[src/rtl/uart_rx_fifo.sv]
// uart_rx_fifo: UART receive front end. Samples the asynchronous rx line,
// deserialises 8N1 frames LSB-first and queues decoded bytes in a small FIFO
// that the core drains through uart_empty / uart_rdreq / uart_in.
// Optional build macro UART_RX_PARITY_EN: frames become 8E1, a PARITY state is
// inserted before STOP, and a parity_err pulse output is added.
module uart_rx_fifo #(
    parameter int CLKS_PER_BIT = 434,
    parameter int ADDR_W       = 4
) (
    input  logic       clk,
    input  logic       rst_n,
    input  logic       rx,
    input  logic       uart_rdreq,
    output logic [7:0] uart_in,
    output logic       uart_empty,
    output logic       frame_err,
    output logic       overflow
`ifdef UART_RX_PARITY_EN
    ,
    output logic       parity_err
`endif
);

    localparam int CNT_W = $clog2(CLKS_PER_BIT);
    localparam int DEPTH = 1 << ADDR_W;
    localparam logic [CNT_W-1:0]  HALF_LOAD = CNT_W'(CLKS_PER_BIT / 2 - 1);
    localparam logic [CNT_W-1:0]  FULL_LOAD = CNT_W'(CLKS_PER_BIT - 1);
    localparam logic [ADDR_W:0]   DEPTH_CNT = (ADDR_W + 1)'(DEPTH);

    typedef enum logic [2:0] {
        S_IDLE,
        S_START,
        S_DATA,
`ifdef UART_RX_PARITY_EN
        S_PARITY,
`endif
        S_STOP
    } state_t;

    // Receiver state
    logic [1:0]       sync_q;
    logic             rx_s;
    state_t           state_q, state_d;
    logic [CNT_W-1:0] cnt_q, cnt_d;
    logic [2:0]       bit_idx_q, bit_idx_d;
    logic [7:0]       shift_q, shift_d;
    logic             par_q, par_d;
    logic             cnt_exp;

    // Receiver outputs
    logic             push;
    logic             frame_err_d, frame_err_q;
    logic             parity_ok;
    logic             parity_err_d, parity_err_q;

    // FIFO state
    logic [7:0]       mem_q [DEPTH];
    logic [ADDR_W-1:0] wr_ptr_q, rd_ptr_q;
    logic [ADDR_W:0]  count_q, count_d;
    logic             empty_q, overflow_q;
    logic [7:0]       uart_in_q;
    logic             full, pop, wr_en;

    // Two-flop synchroniser; resets to the idle-high line level
    always_ff @(posedge clk) begin
        if (!rst_n) sync_q <= 2'b11;
        else        sync_q <= {sync_q[0], rx};
    end
    assign rx_s    = sync_q[1];
    assign cnt_exp = (cnt_q == '0);

    // Receive FSM state and bit-timing registers
    always_ff @(posedge clk) begin
        if (!rst_n) begin
            state_q   <= S_IDLE;
            cnt_q     <= '0;
            bit_idx_q <= '0;
            shift_q   <= '0;
            par_q     <= 1'b0;
        end else begin
            state_q   <= state_d;
            cnt_q     <= cnt_d;
            bit_idx_q <= bit_idx_d;
            shift_q   <= shift_d;
            par_q     <= par_d;
        end
    end

    // Next-state logic: half-bit delay into START centres every later sample
    always_comb begin
        state_d   = state_q;
        cnt_d     = cnt_q;
        bit_idx_d = bit_idx_q;
        shift_d   = shift_q;
        par_d     = par_q;
        case (state_q)
            S_IDLE: begin
                if (!rx_s) begin
                    state_d = S_START;
                    cnt_d   = HALF_LOAD;
                end
            end
            S_START: begin
                if (!cnt_exp) begin
                    cnt_d = cnt_q - CNT_W'(1);
                end else if (!rx_s) begin
                    state_d   = S_DATA;
                    cnt_d     = FULL_LOAD;
                    bit_idx_d = 3'd0;
                end else begin
                    state_d = S_IDLE;   // start bit did not hold: glitch
                end
            end
            S_DATA: begin
                if (!cnt_exp) begin
                    cnt_d = cnt_q - CNT_W'(1);
                end else begin
                    shift_d = {rx_s, shift_q[7:1]};
                    cnt_d   = FULL_LOAD;
                    if (bit_idx_q == 3'd7) begin
`ifdef UART_RX_PARITY_EN
                        state_d = S_PARITY;
`else
                        state_d = S_STOP;
`endif
                    end else begin
                        bit_idx_d = bit_idx_q + 3'd1;
                    end
                end
            end
`ifdef UART_RX_PARITY_EN
            S_PARITY: begin
                if (!cnt_exp) begin
                    cnt_d = cnt_q - CNT_W'(1);
                end else begin
                    par_d   = rx_s;
                    cnt_d   = FULL_LOAD;
                    state_d = S_STOP;
                end
            end
`endif
            S_STOP: begin
                if (!cnt_exp) cnt_d = cnt_q - CNT_W'(1);
                else          state_d = S_IDLE;
            end
            default: state_d = S_IDLE;
        endcase
    end

    // Output logic: push or flag an error on the stop-bit sample
    always_comb begin
`ifdef UART_RX_PARITY_EN
        parity_ok = ~^{shift_q, par_q};
`else
        parity_ok = 1'b1;
`endif
        push         = (state_q == S_STOP) && cnt_exp && rx_s && parity_ok;
        frame_err_d  = (state_q == S_STOP) && cnt_exp && !rx_s;
        parity_err_d = (state_q == S_STOP) && cnt_exp && !parity_ok;
    end

    // Error pulses are registered so they last exactly one cycle
    always_ff @(posedge clk) begin
        if (!rst_n) begin
            frame_err_q  <= 1'b0;
            parity_err_q <= 1'b0;
        end else begin
            frame_err_q  <= frame_err_d;
            parity_err_q <= parity_err_d;
        end
    end

    // FIFO control: a pop while full frees the slot the concurrent push takes
    always_comb begin
        full    = (count_q == DEPTH_CNT);
        pop     = uart_rdreq && !empty_q;
        wr_en   = push && (!full || pop);
        count_d = count_q;
        if (wr_en && !pop)      count_d = count_q + (ADDR_W + 1)'(1);
        else if (!wr_en && pop) count_d = count_q - (ADDR_W + 1)'(1);
    end

    // FIFO pointers, count, flags and registered read port
    always_ff @(posedge clk) begin
        if (!rst_n) begin
            wr_ptr_q   <= '0;
            rd_ptr_q   <= '0;
            count_q    <= '0;
            empty_q    <= 1'b1;
            overflow_q <= 1'b0;
            uart_in_q  <= 8'h00;
        end else begin
            count_q <= count_d;
            empty_q <= (count_d == '0);
            if (wr_en) wr_ptr_q <= wr_ptr_q + ADDR_W'(1);
            if (pop) begin
                rd_ptr_q  <= rd_ptr_q + ADDR_W'(1);
                uart_in_q <= mem_q[rd_ptr_q];
            end
            if (push && !wr_en) overflow_q <= 1'b1;
        end
    end

    // Storage array, no reset so it maps to RAM
    always_ff @(posedge clk) begin
        if (rst_n && wr_en) mem_q[wr_ptr_q] <= shift_q;
    end

    assign uart_in    = uart_in_q;
    assign uart_empty = empty_q;
    assign frame_err  = frame_err_q;
    assign overflow   = overflow_q;
`ifdef UART_RX_PARITY_EN
    assign parity_err = parity_err_q;
`endif

endmodule

[config.mk]
export PLATFORM = sky130hd
export DESIGN_NAME = uart_rx_fifo
export DESIGN_NICKNAME = d
export VERILOG_FILES = /design/src/rtl/uart_rx_fifo.sv
export SDC_FILE = /design/constraint.sdc
export NUM_CORES = 1
export LEC_CHECK = 0
export ABC_AREA = 1
export BUFFER_PORTS_ARGS = -buffer_cell sky130_fd_sc_hd__buf_2
export CAP_MARGIN = 20
export CELL_PAD_IN_SITES_DETAIL_PLACEMENT = 1
export CELL_PAD_IN_SITES_GLOBAL_PLACEMENT = 1
export CORE_MARGIN = 3
export CORE_UTILIZATION = 56
export CTS_BUF_LIST = sky130_fd_sc_hd__clkbuf_2
export CTS_CLUSTER_DIAMETER = 60
export DETAILED_ROUTE_END_ITERATION = 6
export GPL_ROUTABILITY_DRIVEN = 0
export PLACE_DENSITY = 0.89
export SYNTH_ARGS = -nofsm -noshare
export SYNTH_HDL_FRONTEND = slang
export SYNTH_SLANG_ARGS = --single-unit
[constraint.sdc]
create_clock -name clk -period 4.7 [get_ports clk]
set_input_delay 0.235 -clock clk [delete_from_list [all_inputs] [get_ports clk]]
set_output_delay 0.235 -clock clk [all_outputs]
set_load 0.005 [all_outputs]
# Word level (Yosys, flattened, before mapping)
# Memory sizes are Yosys's and may differ from the RTL's. A register that Yosys moved wholly into a read port is not among the register bits.
# Index checks and enable logic that the tools add are counted.
dict set report word_totals {
  ff_bits 41
  ramBits 128
  out_inout_bits 11
  n_memories 1
}
dict set report classes {
  addsub 6
  eq_ne 14
  muxes 22
  n_reduce_logical 25
}
# name words word_bits read_ports rd_clocked_by_memory_dff wr line_no
set mem_list {}
lappend mem_list {mem_q 16 8 1 1 1 57} ;# logic [7:0] mem_q [DEPTH];
# op count
set ops {}
lappend ops {{$mux 9} 5}
lappend ops {{$pmux 9 s4} 1}
lappend ops {{$mux 3} 9}
lappend ops {{$ne 2x2->1 const B} 8}
lappend ops {{$pmux 3 s4} 1}
lappend ops {{$mux 5} 2}
lappend ops {{$reduce_and 5->1} 2}
lappend ops {{$logic_and 1x1->1} 9}
lappend ops {{$logic_not 9->1} 1}
lappend ops {{$sub 9x1->9 const B} 1}
lappend ops {{$add 4x1->4 const B} 2}
lappend ops {{$eq 3x2->1 const B} 2}
lappend ops {{$logic_not 1->1} 6}
lappend ops {{$pmux 3 s2} 1}
lappend ops {{$add 5x1->5 const B} 1}
lappend ops {{$eq 5x5->1 const B} 1}
lappend ops {{$logic_not 5->1} 1}
lappend ops {{$sub 5x1->5 const B} 1}
lappend ops {{$reduce_and 4->1} 1}
lappend ops {{$reduce_bool 4->1} 1}
lappend ops {{$add 3x1->3 const B} 1}
lappend ops {{$eq 3x1->1 const B} 1}
lappend ops {{$eq 3x3->1 const B} 1}
lappend ops {{$logic_not 3->1} 1}
lappend ops {{other kinds (6)} 7}

# Logic depth before layout (Yosys ltp)
dict set report logic_depth {
  word_depth 9
  depth_mapped 15
  depth_no_buf 15
}

# Worst setup path after synthesis
# No wires, ideal clock.
dict set report synth_timing {
  kind {reg2reg}
  start {register cnt_q[0]}
  end {memory mem_q[11][0], enable pin}
  setup_time_ps 383
  t_arrival_ps 1906
  t_required_ps 4317
  path_slack_ps 2410
  stages_incl_launch_ff 11
  n_path_buf 0
  synth_period_minus_slack_ps 2290
  cell_sequence {dfxtp_1 inv_1 ha_1 nand2_1 nor2_2 nand2_4 nor2_4 nand3_2 inv_2 nand3_1 nor3_1}
}
dict set report synth_between {
  elab_chain_cells 7
}
# item line_no
set synth_rtl {}
lappend synth_rtl {{start, declared} 44} ;# logic [CNT_W-1:0] cnt_q, cnt_d;
lappend synth_rtl {{start signal, assigned} 82} ;# cnt_q <= cnt_d;
lappend synth_rtl {{$logic_not 9->1} 70} ;# assign cnt_exp = (cnt_q == '0);
lappend synth_rtl {{$logic_and 1x1->1} n/a}
lappend synth_rtl {{$logic_and 1x1->1} 157} ;# push = (state_q == S_STOP) && cnt_exp && rx_s && parity_ok;
lappend synth_rtl {{$logic_and 1x1->1} 177} ;# wr_en = push && (!full || pop);
lappend synth_rtl {{$logic_and 1x1->1} 206} ;# if (rst_n && wr_en) mem_q[wr_ptr_q] <= shift_q;
lappend synth_rtl {{$mux 1} 206}
lappend synth_rtl {{$mux 1 (implied by the code)} 206}
lappend synth_rtl {{end, declared} 57}
# Every way passes these cells.

# Worst setup path after layout
dict set report layout_timing {
  start {register cnt_q[0]}
  end {memory mem_q[4][7], enable pin}
}
# Same word-level chain as after synthesis.

==> flow_metrics.tcl <==
set metrics [dict create \
    fin_tns_setup_ns 0 \
    grt_start_max_net_pins 71 \
    clockBufferDepth 2 \
    maximum_achievable_frequency_mhz 374.0 \
    globalRouteOverflowTotal 0 \
    antenna_found_initial 1 \
    cts_setup_buffers 0 \
    synth_ff_type "sky130_fd_sc_hd__edfxtp_1" \
    layout.nets 717 \
    cts.clk_slew.worst_paths_ns 0.23 \
    worst-setup-path-type "register to register" \
    final_period_minus_worst_setup_slack_ns 2.674 \
    power.static_leakage_nw 3.029 \
    worst_setup_ep_type "register" \
    post_drt_wl_per_cell_um 22.53 \
    path_cells "inv_1, ha_1, nand2_1, nor2_2, nand2_4, nor2_4, nand3_2, inv_2, nand2_1, nor2_1" \
    via_count 5407 \
    final.setup_skew_ns 0.03459 \
    hpwl_mm 13.02 \
    placed_area_mm2 0.007671 \
    syn-instance-count 688 \
    post_route_cell_area_mm2 0.007973 \
    die_height_um 121.8 \
    synth-async-reset-ratio_pct 0 \
    timing.critical_path.arrival_ns 3.08 \
    max-vdd-ir-drop_mv 0.2409 \
    first_pass_grt_wire_length_mm 30.94 \
    placement.io_buffers 14 \
    ys_warn_count 0 \
    sequential_cell_area_fraction_in_the_yosys_report_pct 63.98 \
    drt_pass1_iterations 6 \
    yosysMostFrequentCell "sky130_fd_sc_hd__edfxtp_1" \
    number_of_h_tree_levels 4 \
    synth.cell_area_mm2 0.007510 \
    final_hold_viol_count 0 \
    netlist-cell-type-count 40 \
    tritoncts.num_buffers 17 \
    synth.net_count 708 \
    cts-root-buf "sky130_fd_sc_hd__clkbuf_2" \
    drtAntennaViolNets 0 \
    grt_setup_unrepaired "no" \
    setup_viol_count_final 0 \
    synth_top_area_share_pct 51.18 \
    rows 41 \
    floorplan.die_area_mm2 0.01484 \
    period_share_pct 56.89 \
    cpMostUsedCell "sky130_fd_sc_hd__nand2_1" \
    initial_utilization_pct 58.32 \
    crit_path_max_fanout 8 \
    fraction_of_layout_cells_with_a_size_suffix_above_1_pct 11.27 \
    netlist_top_cells_area "sky130_fd_sc_hd__edfxtp_1, sky130_fd_sc_hd__dfxtp_1, sky130_fd_sc_hd__nor2_1, sky130_fd_sc_hd__o21ai_0, sky130_fd_sc_hd__o221ai_1" \
    worst_ep_required_time_ns 5.11 \
    insertion_delay_ns 0.75 \
    fp.dieW_um 121.8 \
    worst_hold_path_type "input port to register" \
    layout-area-overhead-vs-synth_pct 6.165 \
    first_global_vias 5642 \
    routed_wl_mm 19.89 \
    total_power_mw 3.243 \
    max-slew-margin-rel_pct 32.52 \
    critical-path-max-stage-delay_ns 0.71 \
    numClockSinks 176 \
    cts_tree "done" \
    floorplan.io_pins 15 \
    tightest_slew_ns 1.012 \
    first_iter_violations 579 \
    drv.max_cap_violation_count 0 \
    final-max-slew-violation-count 0 \
    worst_setup_path_start_kind "register" \
    synth_top_area_cell "sky130_fd_sc_hd__edfxtp_1" \
    postSynthAreaPerCell_um2 10.92 \
    synth_enable_flop_cells 128 \
    crit_slowest_cell "sky130_fd_sc_hd__nor2_1" \
    status "finished clean" \
    core_area_mm2 0.01288 \
    grtUsageTotal_pct 27.95 \
    power.density_cell_area_mw_per_mm2 406.8 \
    route.detailed.drc 0 \
    ys_ff_latch 176 \
    synth.cells.most_frequent "sky130_fd_sc_hd__edfxtp_1, sky130_fd_sc_hd__nor2_1, sky130_fd_sc_hd__o21ai_0, sky130_fd_sc_hd__nand2_1, sky130_fd_sc_hd__dfxtp_1" \
    vias_per_cell 6.123 \
]
==> worst paths after layout <==
path                      end  startpoint  depth (start not counted)  slack, ns
hold / removal      sync_q[0]          rx                          3       0.21
setup reg to reg  mem_q[4][7]    cnt_q[0]                         10       2.03
hold reg to reg     sync_q[1]   sync_q[0]                          1       0.47
setup / recovery  mem_q[4][7]    cnt_q[0]                         10       2.03
==> critical path, delay by kind of cell (launching register included) <==
family | cells | cell delay [ns]
adders and majority gates | 1 | 0.19
DFF | 1 | 0.38
buffers and inverters | 2 | 0.29
and+or+nand+nor | 7 | 1.48
==> registers in the layout, summed over array words and instances (netlist names) <==
signal and count:
bit_idx_q 3, mem_q 128, overflow 1, uart_in 8, state_q 2, uart_empty 1
count_q 5, cnt_q 9, wr_ptr_q 4, rd_ptr_q 4, shift_q 8, frame_err 1
sync_q 2
==> stage by stage <==
step	hold slack, ns	std cells	utilization (%)	worst slack [ns]
floorplan	0.3416	688	-	2.410
global placement	0.4222	844	59.58	2.172
detailed placement	0.4258	844	59.58	1.858
CTS	0.1577	879	61.59	1.849
global route	0.1539	883	61.92	1.825
finish	0.2113	883	61.92	2.026
==> timing repair <==
item,4_1_cts,5_1_grt
hold buffers,3,0
hold endpoints to repair,16,0
gates resized for setup,0,0
==> layout make-up <==
type,count,area (um2)
Antenna cell,1,2.502
Clock buffer,17,85.08
Clock inverter,15,143.9
Fill cell,1381,4903
Inverter,52,197.7
Multi-Input combinational cell,427,2360
Sequential cell,176,4806
Tap cell,172,215.2
Timing Repair Buffer,23,162.7
==> cells by family (layout without fill, tap and decap cells) <==
family	count (synthesis)	after routing	synth area share, %
DFF	176	176	63.98
other	0	1	0
adders and majority gates	16	16	2.666
buffers and inverters	85	107	4.598
AOI/OAI and AO/OA	169	169	13.50
xor gates and xnor gates	10	10	1.166
and+or+nand+nor	232	232	14.10
==> per-layer routing <==
layer	wire length (um)	vias to the layer above	GRT usage [%]	part of all wire (%)
met5	0	-	0	0
met4	437	0	10.08	2.2
met3	958	36	4.410	4.8
met2	10660	178	49.90	54
met1	7835	2727	34.45	39
li1	-	2466	-	-
==> power breakdown <==
group / leakage, nW / internal, mW / switching [mW]
registers: 1.67 / 1.70 / 0.0496
clock network: 0.133 / 0.240 / 0.516
logic: 1.23 / 0.229 / 0.509
total: 3.03 / 2.17 / 1.07
==> layout by cell type, fill, tap and decap left out, types with 2 or more instances in the layout <==
cell	count
sky130_fd_sc_hd__o221ai_1	25
sky130_fd_sc_hd__nor2_1	113
sky130_fd_sc_hd__o21ai_0	75
sky130_fd_sc_hd__buf_4	3
sky130_fd_sc_hd__nor2_2	4
sky130_fd_sc_hd__o211ai_1	10
sky130_fd_sc_hd__nor2_4	3
sky130_fd_sc_hd__clkinvlp_4	3
sky130_fd_sc_hd__xor2_1	10
sky130_fd_sc_hd__ha_1	16
sky130_fd_sc_hd__nor4_1	2
sky130_fd_sc_hd__clkinv_1	4
sky130_fd_sc_hd__a211oi_1	4
sky130_fd_sc_hd__dlygate4sd3_1	3
sky130_fd_sc_hd__inv_6	2
sky130_fd_sc_hd__clkbuf_2	18
sky130_fd_sc_hd__a21oi_1	32
sky130_fd_sc_hd__nand4_2	2
sky130_fd_sc_hd__inv_1	45
sky130_fd_sc_hd__dfxtp_1	47
sky130_fd_sc_hd__o21ai_1	14
sky130_fd_sc_hd__clkinv_2	3
sky130_fd_sc_hd__nand3_1	36
sky130_fd_sc_hd__buf_2	14
sky130_fd_sc_hd__clkinv_4	2
sky130_fd_sc_hd__nand2_2	4
sky130_fd_sc_hd__inv_2	5
sky130_fd_sc_hd__o22ai_1	4
sky130_fd_sc_hd__or2_2	2
sky130_fd_sc_hd__edfxtp_1	128
sky130_fd_sc_hd__nand2_4	3
sky130_fd_sc_hd__nand2_1	51
sky130_fd_sc_hd__bufinv_16	2
sky130_fd_sc_hd__nor3_1	8
Note: power is estimated with default switching activity, not from simulation.
